### src/rtl/quad_gen.sv
// Quadrature signal generator: a signed velocity feeds a phase accumulator whose
// carries become Gray-coded A/B edges, with a dwell limiter and a periodic index Z.
module quad_gen #(
  parameter int W  = 14,
  parameter int VW = 12,
  parameter int AW = 16,
  parameter int DW = 8
) (
  input  logic          clk,
  input  logic          rst_n,
  input  logic          en,
  input  logic [VW-1:0] vel,
  input  logic [DW-1:0] dwell,
  input  logic [W-1:0]  zper,
  input  logic          pos_clr,
  input  logic          ovr_clr,
  output logic          A,
  output logic          B,
  output logic          Z,
  output logic [W-1:0]  pos,
  output logic          ovr
);

  localparam logic [W-1:0]  W_ONE  = W'(1);
  localparam logic [DW-1:0] DW_ONE = DW'(1);
  localparam logic [VW-1:0] VW_ONE = VW'(1);

  logic [AW-1:0] acc_q, acc_d;
  logic [W-1:0]  pos_q, pos_d;
  logic [W-1:0]  icnt_q, icnt_d;
  logic [W-1:0]  zper_r_q, zper_r_d;
  logic [1:0]    ab_q, ab_d;
  logic          z_q, z_d;
  logic [DW-1:0] timer_q, timer_d;
  logic          pend_q, pend_d;
  logic          pdir_q, pdir_d;
  logic          ovr_q, ovr_d;

  logic [VW-1:0] vel_mag;
  logic [AW:0]   acc_sum;
  logic          req;
  logic          consume;

  // Up order 00->10->11->01 keeps newA^oldB=1, the counter's up sense.
  function automatic logic [1:0] gray_step(input logic [1:0] ab, input logic up);
    if (up) begin
      case (ab)
        2'b00:   return 2'b10;
        2'b10:   return 2'b11;
        2'b11:   return 2'b01;
        default: return 2'b00;
      endcase
    end else begin
      case (ab)
        2'b00:   return 2'b01;
        2'b01:   return 2'b11;
        2'b11:   return 2'b10;
        default: return 2'b00;
      endcase
    end
  endfunction

  always_comb begin
    // NOTE: every combinational output gets a default first, so no path can infer a latch.
    acc_d    = acc_q;
    pos_d    = pos_q;
    icnt_d   = icnt_q;
    zper_r_d = zper_r_q;
    ab_d     = ab_q;
    z_d      = z_q;
    timer_d  = timer_q;
    pend_d   = pend_q;
    pdir_d   = pdir_q;
    ovr_d    = ovr_q;

    // Two's-complement magnitude read as unsigned, so the most negative word maps to 2^(VW-1).
    vel_mag  = vel[VW-1] ? (~vel + VW_ONE) : vel;
    acc_sum  = {1'b0, acc_q} + {{(AW+1-VW){1'b0}}, vel_mag};
    req      = en & acc_sum[AW];
    consume  = pend_q & (timer_q == '0);

    if (ovr_clr) ovr_d = 1'b0;

    if (pos_clr) begin
      acc_d    = '0;
      pos_d    = '0;
      icnt_d   = '0;
      ab_d     = 2'b00;
      pend_d   = 1'b0;
      timer_d  = '0;
      zper_r_d = zper;
      z_d      = (zper != '0);
    end else begin
      if (en) acc_d = acc_sum[AW-1:0];
      if (timer_q != '0) timer_d = timer_q - DW_ONE;

      if (consume) begin
        pend_d  = 1'b0;
        ab_d    = gray_step(ab_q, pdir_q);
        pos_d   = pdir_q ? pos_q + W_ONE : pos_q - W_ONE;
        timer_d = dwell;
        if (zper_r_q == '0)
          icnt_d = '0;
        else if (pdir_q)
          icnt_d = (icnt_q == zper_r_q - W_ONE) ? '0 : icnt_q + W_ONE;
        else
          icnt_d = (icnt_q == '0) ? zper_r_q - W_ONE : icnt_q - W_ONE;
        z_d = (zper_r_q != '0) && (icnt_d == '0);
      end

      // A slot freed this cycle can take the new request; otherwise it is lost.
      if (req) begin
        if (pend_q && !consume) begin
          ovr_d = 1'b1;
        end else begin
          pend_d = 1'b1;
          pdir_d = ~vel[VW-1];
        end
      end
    end
  end

  // NOTE: sequential state uses non-blocking assignments so all flops update together.
  always_ff @(posedge clk or negedge rst_n) begin
    if (!rst_n) begin
      acc_q    <= '0;
      pos_q    <= '0;
      icnt_q   <= '0;
      zper_r_q <= '0;
      ab_q     <= 2'b00;
      z_q      <= 1'b0;
      timer_q  <= '0;
      pend_q   <= 1'b0;
      pdir_q   <= 1'b0;
      ovr_q    <= 1'b0;
    end else begin
      acc_q    <= acc_d;
      pos_q    <= pos_d;
      icnt_q   <= icnt_d;
      zper_r_q <= zper_r_d;
      ab_q     <= ab_d;
      z_q      <= z_d;
      timer_q  <= timer_d;
      pend_q   <= pend_d;
      pdir_q   <= pdir_d;
      ovr_q    <= ovr_d;
    end
  end

  assign A   = ab_q[1];
  assign B   = ab_q[0];
  assign Z   = z_q;
  assign pos = pos_q;
  assign ovr = ovr_q;

endmodule

### config.mk
export PLATFORM = sky130hd
export DESIGN_NAME = quad_gen
export DESIGN_NICKNAME = d
export VERILOG_FILES = /design/src/rtl/quad_gen.sv
export SDC_FILE = /design/constraint.sdc
export NUM_CORES = 1
export LEC_CHECK = 0
export CAP_MARGIN = 20
export CORE_ASPECT_RATIO = 0.7
export CORE_MARGIN = 5
export CORE_UTILIZATION = 30
export CTS_CLUSTER_SIZE = 14
export DETAILED_ROUTE_END_ITERATION = 7
export HOLD_SLACK_MARGIN = 0.1
export PLACE_DENSITY = 0.55
export SLEW_MARGIN = 30
export SYNTH_ARGS = -nofsm -noshare
export SYNTH_HDL_FRONTEND = slang
export SYNTH_SLANG_ARGS = --single-unit
### constraint.sdc
create_clock -name clk -period 4.5 [get_ports clk]
set_input_delay 0.9 -clock clk [delete_from_list [all_inputs] [get_ports clk]]
set_output_delay 0.9 -clock clk [all_outputs]
set_load 0.01 [all_outputs]
==> results of run 1 <==
-- cell usage in the layout, fill, tap and decap left out, types with 12 or more instances in the layout --
| cell type | count |
|---|---|
| nand3_1 | 12 |
| mux2i_1 | 13 |
| nor2_1 | 83 |
| inv_1 | 28 |
| clkdlybuf4s50_1 | 54 |
| dfrtp_1 | 72 |
| ha_1 | 29 |
| nor3_1 | 30 |
| a21oi_1 | 46 |
| xor2_1 | 24 |
| nand2_1 | 80 |
| a211oi_1 | 13 |
| xnor2_1 | 56 |
| o21ai_0 | 38 |
-- flip-flops by register name, indices dropped and copies added (netlist names) --
name and cells:
pdir_q 1, ab_q 2, ovr 1, Z 1
zper_r_q 14, timer_q 8, acc_q 16, pend_q 1
icnt_q 14, pos 14
-- power by group through the flow --
stage / Combinational, mW / Sequential [mW] / Clock (mW)
global route: 0.700 / 0.793 / 0.744
detailed placement: 0.620 / 0.794 / 0
CTS: 0.623 / 0.783 / 0.724
finish: 0.621 / 0.785 / 0.695
floorplan: 0.489 / 0.764 / 0
global placement: 0.617 / 0.796 / 0
-- per-stage QoR --
stage          setup slack [ps]  power [mW]  area, um^2
2_1_floorplan               918        1.25        5900
3_3_place_gp                176        1.41        6670
3_5_place_dp                129        1.41        6670
4_1_cts                     493        2.13        6950
5_1_grt                     226        2.24        6950
6_report                    494        2.10        6950
-- layer usage --
| layer | up-vias | GRT usage [%] | routed length [um] |
|---|---|---|---|
| li1 | 2625 | - | - |
| met1 | 2428 | 22.9 | 8880 |
| met2 | 104 | 19.5 | 6040 |
| met3 | 10 | 3.34 | 805 |
| met4 | 0 | 2.86 | 130 |
| met5 | - | 0 | 0 |
-- final cells by class --
cell class	count	area share (%)
well taps	264	4.75
flip-flops and latches	72	25.9
multi-input cells	578	54.5
inverters	28	1.51
clock inverters	3	0.360
repair buffers	67	9.19
clock buffers	13	3.74
-- how the worst max path moves through the flow --
stage | start | end | slack [ps] | depth (start not counted)
after floorplan | vel[0] | pdir_q | 920 | 15
after global placement | vel[0] | pdir_q | 180 | 16
after detailed placement | vel[0] | pdir_q | 130 | 16
after CTS | vel[0] | pdir_q | 490 | 16
after global routing | vel[0] | pdir_q | 230 | 16
final | vel[0] | pdir_q | 490 | 16
-- kinds of logic (layout without fill, tap and decap cells) --
logic type               after synthesis  count (layout)  synth area share (%)
adder cells (fa/ha/maj)               31              31                  6.83
multiplexers                          24              24                  4.31
buffers and inverters                 74             111                  5.15
AND/OR/NAND/NOR                      279             279                  23.7
AO/OA/AOI/OAI                        164             164                  17.6
flip-flops                            72              72                  30.5
XOR/XNOR                              80              80                  11.9
-- critical path, cell delays in order --
cell and delay [ps]:
clkdlybuf4s50_1 480, inv_1 60, ha_1 230, inv_1 110
nand2_1 70, xnor2_1 140, ha_1 320, nor2b_1 140
o21ai_0 190, a21boi_0 180, or4_1 480, a31o_2 240
o41a_1 350, nand4b_1 150, a21oi_1 70, mux2i_1 130
==> qor.csv, run 1 <==
metric,value,unit
ys_types,65,
core,19100,um^2
fin_skew,11.0,ps
p_per_area,302,nW/um^2
cts_buffers,9,
cts_max_level,3,
tns,0,ps
slew_headroom,43.2,%
start_util,30.8,%
startpoint_type,input port,
io_buffers,56,
r2r_setup_slack,780,ps
antenna_cells,0,
cp.arrival,4220,ps
multi_input_area,3790,um^2
clock.fmax,250,MHz
first_iter_violations,378,
drv_cap,0,
grtUsageTotal,14.4,%
post_synth.cell_area_avg,8.15,um^2
crit-reg2reg-launch,icnt_q[0],
clk_pin_slew,60,ps
grt_pass1_wl,26400,um
ys_seq_area_share,30.5,%
drtAntennaViolNets,0,
critPathKind,in -> reg,
cts-resized-gates,0,
worstHoldEndpoint,acc_q[0],
cp-end-kind,register,
syn_inst,724,
grt_max_degree,73,
async_flop_share,100,%
period_share,89.0,%
die_area,22600,um^2
r2r_cells,11,
cts_tree,yes,
vias,5167,
drive_gt1_share,6.44,%
synth.most_common_cell,nor2_1,
setup_viol,0,
holdWs,531,ps
peakVddDrop,0.000147,V
fin_cells,1025,
clk_latency,340,ps
vias_per_cell,5.04,
syn_nets,794,
synth-seq-cells,72,
hp-class,reg -> reg,
cts_root_buffer,clkbuf_16,
synth_top_area_share,30.5,%
fp-row-count,42,
die_h,127,um
hold_buffers,0,
register_area,1800,um^2
p_int,1.41,mW
yosys_warnings,0,
leakagePower,2.89,nW
r2r-end,Z,
antenna_found_initial,0,
grt_pass1_vias,4908,
dp.cells,1009,
gr-total-overflow,0,
hold_depth,2,
drt_wl_total,15900,um
hp-start,acc_q[0],
cts_max_path_buffers,2,
synthTopCellsByCount,"nor2_1, nand2_1, dfrtp_1",
syn_area,5900,um^2
boundaryPins,57,
gp_congestion,0.866,
synth.area.top_cells,"dfrtp_1, xnor2_1, ha_1",
synth_largest_area_cell,dfrtp_1,
fill_cells,1994,
p_sw,0.693,mW
fp.dieW,178,um
remaining_drc_errors,0,
combPwrFrac,29.6,%
cts.sinks,72,
status,"finished, final reports clean",
ys.flop_type,dfrtp_1,
syn_to_final_growth,17.9,%
utilization,36.4,%
min_period,4010,ps
p_seq_share,37.4,%
drt_first_pass_iters,5,
rsz0062_at_grt,no,
dp_hpwl,11600,um
critPathRequiredTime,4710,ps
p_clk_share,33.1,%
final-hold-violation-count,0,
cts_setup_buffers,0,
fin_nets,826,
wire_per_inst,15.5,um
worstMarginPinSlew,848,ps
slew_violations,0,
synth_edf_count,0,
swShare,33.0,%
cp_max_fo,3,
No activity file was read; power rests on OpenSTA's default activity.
==> run 2: changes to the inputs <==
Settings changed: TNS_END_PERCENT set to 1.
==> results of run 2 <==
Final layout, timing and power as in run 1 (identical DEF).
